## src/rtl/hamming_secded_stream_decoder.sv

```systemverilog
// Two-stage pipelined Hamming decoder for a valid/ready codeword stream.
// Define HAMMING_SECDED_EN to check the overall parity bit and flag double errors; otherwise pure SEC.
module hamming_secded_stream_decoder #(
  parameter int DATA_W = 4,
  parameter int CNT_W  = 16,
  // Fixed-point iteration of P = clog2(DATA_W+P+1); three steps converge for DATA_W 1..64
  localparam int P1 = $clog2(DATA_W + 1),
  localparam int P2 = $clog2(DATA_W + P1 + 1),
  localparam int P  = $clog2(DATA_W + P2 + 1),
  localparam int N  = DATA_W + P,
`ifdef HAMMING_SECDED_EN
  localparam int CW_W = N + 1
`else
  localparam int CW_W = N
`endif
) (
  input  logic              clk,
  input  logic              rst_n,
  input  logic [CW_W-1:0]   in_cw,
  input  logic              in_valid,
  output logic              in_ready,
  output logic [DATA_W-1:0] out_data,
  output logic              out_valid,
  input  logic              out_ready,
  output logic [P-1:0]      out_syndrome,
  output logic              out_corrected,
  output logic              out_uncorr,
  input  logic              cnt_clr,
  output logic [CNT_W-1:0]  corr_cnt,
  output logic [CNT_W-1:0]  uncorr_cnt
);

  // Hamming position (1-based) holding data bit j: the j-th non-power-of-two index.
  function automatic int data_pos(input int j);
    int cnt;
    int pos;
    cnt = 0;
    pos = 0;
    for (int i = 1; i < 256; i++) begin
      if (((i & (i - 1)) != 0) && (pos == 0)) begin
        if (cnt == j) pos = i;
        cnt++;
      end
    end
    return pos;
  endfunction

  logic              s1_valid_q, s1_valid_d;
  logic [DATA_W-1:0] s1_data_q, s1_data_d;
  logic [P-1:0]      s1_syn_q, s1_syn_d;
`ifdef HAMMING_SECDED_EN
  logic              s1_pa_q, s1_pa_d;
  logic              in_pa;
`endif
  logic              s2_valid_q, s2_valid_d;
  logic [DATA_W-1:0] s2_data_q, s2_data_d;
  logic [P-1:0]      s2_syn_q, s2_syn_d;
  logic              s2_corr_q, s2_corr_d;
  logic              s2_uncorr_q, s2_uncorr_d;
  logic [CNT_W-1:0]  corr_cnt_q, corr_cnt_d;
  logic [CNT_W-1:0]  uncorr_cnt_q, uncorr_cnt_d;

  logic              s1_load, s2_load, out_hs;
  logic [P-1:0]      in_syn;
  logic [DATA_W-1:0] raw_data, fix_data;
  logic              flip, is_corr, is_uncorr;

  always_comb begin
    in_syn = '0;
    for (int k = 0; k < P; k++) begin
      for (int i = 1; i <= N; i++) begin
        if (((i >> k) & 1) != 0) in_syn[k] = in_syn[k] ^ in_cw[i-1];
      end
    end
  end

`ifdef HAMMING_SECDED_EN
  assign in_pa = ^in_cw;
`endif

  // S1 keeps only the data positions; parity positions are fully summarised by the syndrome.
  for (genvar gi = 0; gi < DATA_W; gi++) begin : g_data
    localparam int POS = data_pos(gi);
    localparam logic [P-1:0] POS_SYN = POS[P-1:0];
    assign raw_data[gi] = in_cw[POS-1];
    assign fix_data[gi] = s1_data_q[gi] ^ (flip && (s1_syn_q == POS_SYN));
  end

  always_comb begin
    flip      = 1'b0;
    is_corr   = 1'b0;
    is_uncorr = 1'b0;
`ifdef HAMMING_SECDED_EN
    if (s1_syn_q == '0) begin
      is_corr = s1_pa_q;
    end else if (!s1_pa_q) begin
      is_uncorr = 1'b1;
    end else if (int'(s1_syn_q) <= N) begin
      flip    = 1'b1;
      is_corr = 1'b1;
    end else begin
      is_uncorr = 1'b1;
    end
`else
    if (s1_syn_q != '0) begin
      if (int'(s1_syn_q) <= N) begin
        flip    = 1'b1;
        is_corr = 1'b1;
      end else begin
        is_uncorr = 1'b1;
      end
    end
`endif
  end

  always_comb begin
    s2_load      = !s2_valid_q || out_ready;
    s1_load      = !s1_valid_q || s2_load;
    out_hs       = s2_valid_q && out_ready;
    s1_valid_d   = s1_valid_q;
    s1_data_d    = s1_data_q;
    s1_syn_d     = s1_syn_q;
`ifdef HAMMING_SECDED_EN
    s1_pa_d      = s1_pa_q;
`endif
    s2_valid_d   = s2_valid_q;
    s2_data_d    = s2_data_q;
    s2_syn_d     = s2_syn_q;
    s2_corr_d    = s2_corr_q;
    s2_uncorr_d  = s2_uncorr_q;
    corr_cnt_d   = corr_cnt_q;
    uncorr_cnt_d = uncorr_cnt_q;

    if (s1_load) begin
      s1_valid_d = in_valid;
      if (in_valid) begin
        s1_data_d = raw_data;
        s1_syn_d  = in_syn;
`ifdef HAMMING_SECDED_EN
        s1_pa_d   = in_pa;
`endif
      end
    end

    // Payload only moves with a real word, so out_* hold their last value when idle.
    if (s2_load) begin
      s2_valid_d = s1_valid_q;
      if (s1_valid_q) begin
        s2_data_d   = fix_data;
        s2_syn_d    = s1_syn_q;
        s2_corr_d   = is_corr;
        s2_uncorr_d = is_uncorr;
      end
    end

    if (cnt_clr) begin
      corr_cnt_d   = '0;
      uncorr_cnt_d = '0;
    end else if (out_hs) begin
      if (s2_corr_q && (corr_cnt_q != '1))     corr_cnt_d   = corr_cnt_q + CNT_W'(1);
      if (s2_uncorr_q && (uncorr_cnt_q != '1)) uncorr_cnt_d = uncorr_cnt_q + CNT_W'(1);
    end
  end

  always_ff @(posedge clk or negedge rst_n) begin
    if (!rst_n) begin
      s1_valid_q   <= 1'b0;
      s1_data_q    <= '0;
      s1_syn_q     <= '0;
`ifdef HAMMING_SECDED_EN
      s1_pa_q      <= 1'b0;
`endif
      s2_valid_q   <= 1'b0;
      s2_data_q    <= '0;
      s2_syn_q     <= '0;
      s2_corr_q    <= 1'b0;
      s2_uncorr_q  <= 1'b0;
      corr_cnt_q   <= '0;
      uncorr_cnt_q <= '0;
    end else begin
      s1_valid_q   <= s1_valid_d;
      s1_data_q    <= s1_data_d;
      s1_syn_q     <= s1_syn_d;
`ifdef HAMMING_SECDED_EN
      s1_pa_q      <= s1_pa_d;
`endif
      s2_valid_q   <= s2_valid_d;
      s2_data_q    <= s2_data_d;
      s2_syn_q     <= s2_syn_d;
      s2_corr_q    <= s2_corr_d;
      s2_uncorr_q  <= s2_uncorr_d;
      corr_cnt_q   <= corr_cnt_d;
      uncorr_cnt_q <= uncorr_cnt_d;
    end
  end

  assign in_ready      = s1_load;
  assign out_valid     = s2_valid_q;
  assign out_data      = s2_data_q;
  assign out_syndrome  = s2_syn_q;
  assign out_corrected = s2_corr_q;
  assign out_uncorr    = s2_uncorr_q;
  assign corr_cnt      = corr_cnt_q;
  assign uncorr_cnt    = uncorr_cnt_q;

endmodule
```

## config.mk

```make
export PLATFORM = sky130hd
export DESIGN_NAME = hamming_secded_stream_decoder
export DESIGN_NICKNAME = d
export VERILOG_FILES = /design/src/rtl/hamming_secded_stream_decoder.sv
export SDC_FILE = /design/constraint.sdc
export NUM_CORES = 1
export LEC_CHECK = 0
export CORE_ASPECT_RATIO = 0.75
export CORE_UTILIZATION = 50
export CTS_CLUSTER_SIZE = 28
export DETAILED_ROUTE_END_ITERATION = 10
export PLACE_DENSITY = 0.84
export SYNTH_ARGS = -nofsm -noshare
export SYNTH_HDL_FRONTEND = slang
export SYNTH_SLANG_ARGS = --single-unit
```

## constraint.sdc

```tcl
create_clock -name clk -period 5.05 [get_ports clk]
set_input_delay 0.505 -clock clk [delete_from_list [all_inputs] [get_ports clk]]
set_output_delay 0.505 -clock clk [all_outputs]
set_load 0.02 [all_outputs]
```

==> flow_summary.yaml <==
sta:
  maxSlewViolCount: 0
  fin_setup_tns_ps: 0
  fin_skew_ps: 2.451
  worst_slew_pin_slew_ps: 670.8
  maxSlewHeadroom_pct: 55.14
  worst_slack_ps: 2716
  setup_viol: 0
  fmax_mhz: 428.5
  min_period_over_period_pct: 46.21
  rsz0062_at_grt: "no"
  post-route-min-period_ps: 2334
  final_hold_viol_count: 0
floorplan:
  row_count: 18
  coreArea_um2: 3378
  die_h_um: 54.35
  start_util_pct: 54.07
  fp.dieW_um: 71.80
  num_io_pins: 55
  dieArea_um2: 3902
status:
  status: "finished, final reports clean"
layout:
  drive_gt1_share_pct: 9.910
  multiInputGateArea_um2: 895.9
  post-route-util_pct: 66.41
  diodes: 0
  final_nets: 234
  fillers: 281
  areaGrowthSynthToFinish_pct: 22.81
  final-seq-area_um2: 825.8
  post-route-cell-area_um2: 2243
logic_synthesis:
  yosysTopAreaCellShare_pct: 45.21
  synthCells: 182
  yosysMostFrequentCell: "dfrtp_1"
  synth.top_cells.by_count: "33 x dfrtp_1, 17 x buf_4, 16 x nand2_1"
  async_flop_share_pct: 100.0
  syn_area_um2: 1827
  synth_edf_count: 0
  yosys.area.top_type: "dfrtp_1"
  synth.avg_cell_area_um2: 10.04
  ys_ff_latch: 33
  synth_cell_type_count: 40
  synth_flop_cell: "dfrtp_1"
  synth_seq_area_share_pct: 45.21
  synth_area_leaders: "dfrtp_1 45%, buf_4 7.0%, mux2_2 4.9%"
  synth_warnings: 0
clock_tree:
  numCtsBuffers: 5
  clock-sinks: 33
  clk_path_buf_depth: 2
  htree_num_levels: 2
  postCtsSetupBuffers: 0
  cts_root_buf: "clkbuf_8"
  cts_hold_buf: 0
  post_cts_resized: 0
  insertion_delay_ps: 280
  clk_pin_slew_ps: 70
  tritoncts: "done"
global_route:
  grt_pass1_wl_um: 5671
  grt_pass1_vias: 1197
  grt.overflow.total: 0
  antenna_found_initial: 0
  grt_max_degree: 34
  track_usage_pct: 20.02
critical_path:
  cp_max_fo: 4
  end_kind: "output pin"
  arrival_ps: 1830
  worstSetupPathType: "primary input to output pin"
  cp.required_ps: 4550
  startpoint_type: "primary input"
routing:
  first_pass_iters: 4
  drc: 0
  vias_per_cell: 5.458
  drtIter0Drc: 144
  finalWirelength_um: 3672
  postRouteAntennaNets: 0
  routedWlPerCell_um: 14.02
  vias: 1430
place:
  dpl_worst_slack_ps: 2725
  routabilityCongestion: 0.8083
  dp_hpwl_um: 2659
  place_area_um2: 2161
  port_buffers: 37
pwr:
  max-vdd-ir-drop_mv: 0.2236
  leakagePower_nw: 0.9210
  powerDensity_nw_per_um2: 301.7
min_path:
  hold_path_class: "flop to flop"
job:
  maxCapViolCount: 0
## worst max-delay path, stage by stage
cell and delay (ps):
clkdlybuf4s50_1 510, nand3b_1 180, clkdlybuf4s50_1 630
## cells in the final DEF, fill, tap and decap left out, types with 2 or more instances in the layout
cell,instances
xor2_1,5
clkbuf_8,5
dfrtp_1,33
nand3b_1,2
nand2_1,16
nor3_1,4
nand3_1,7
o31ai_1,6
clkdlybuf4s50_1,37
nand4_4,2
xnor2_1,7
or2_1,2
mux2_2,8
nor2_1,6
nand2b_1,5
a21oi_1,12
or4_1,6
conb_1,17
nor4_1,3
clkinv_2,2
o21ai_0,12
or3_1,4
inv_1,3
## per-stage QoR
stage / hold WS, ps / total power, mW / instances
floorplan: 209.4 / 0.4261 / 198
global placement: 471.8 / 0.4876 / 254
detailed placement: 475.0 / 0.4928 / 254
CTS: 490.2 / 0.6835 / 262
global route: 504.2 / 0.7097 / 262
finish: 479.5 / 0.6768 / 262
## final cells by class
| cell class | count | share of cell area (%) |
|---|---|---|
| Inverter | 3 | 0.5020 |
| Timing Repair Buffer | 38 | 16.84 |
| Clock inverter | 2 | 0.4462 |
| Sequential cell | 33 | 36.81 |
| Multi-Input combinational cell | 140 | 39.93 |
| Tap cell | 40 | 2.231 |
| Clock buffer | 6 | 3.235 |
## per-layer routing
layer	wire length (µm)	global-route usage (%)	vias up
met5	0	0	-
met1	1728	27.41	678
met4	66	9.804	0
li1	-	-	698
met3	192	4.420	5
met2	1684	30.66	49
## power breakdown
part	internal [mW]	switching [mW]	total [mW]
registers	0.296	0.0291	0.325
logic	0.0774	0.0841	0.162
clock network	0.0954	0.0945	0.190
total	0.469	0.208	0.677
## state kept, by name, summed over array words and instances, names as in the netlist
register,count
out_data,4
out_corrected,1
s1_syn_q,3
corr_cnt,16
s1_data_q,4
s1_valid_q,1
out_syndrome,3
out_valid,1
## worst paths after layout
kind / start / end / slack, ps / depth (start not counted)
max in group asynchronous: rst_n / corr_cnt[11]$_DFFE_PN0P_ / 4140 / 2
min: out_data[3]$_DFFE_PN0P_ / out_data[3]$_DFFE_PN0P_ / 480 / 2
min in group asynchronous: rst_n / corr_cnt[12]$_DFFE_PN0P_ / 620 / 2
max: out_ready / in_ready / 2720 / 3
max reg2reg: corr_cnt[3]$_DFFE_PN0P_ / corr_cnt[12]$_DFFE_PN0P_ / 3220 / 4
min reg2reg: out_data[3]$_DFFE_PN0P_ / out_data[3]$_DFFE_PN0P_ / 480 / 2
## cell families (layout without fill, tap and decap cells)
family	count (synthesis)	in the layout	synth area share, %
AO/OA/AOI/OAI	34	34	10.96
multiplexers	9	9	5.480
buffers and inverters	25	49	9.041
AND/OR/NAND/NOR	67	67	22.67
flip-flops	33	33	45.21
adder cells (fa/ha/maj)	1	1	0.6848
XOR/XNOR	12	12	5.753
other	1	17	0.2053
(Power assumes the default switching activity.)
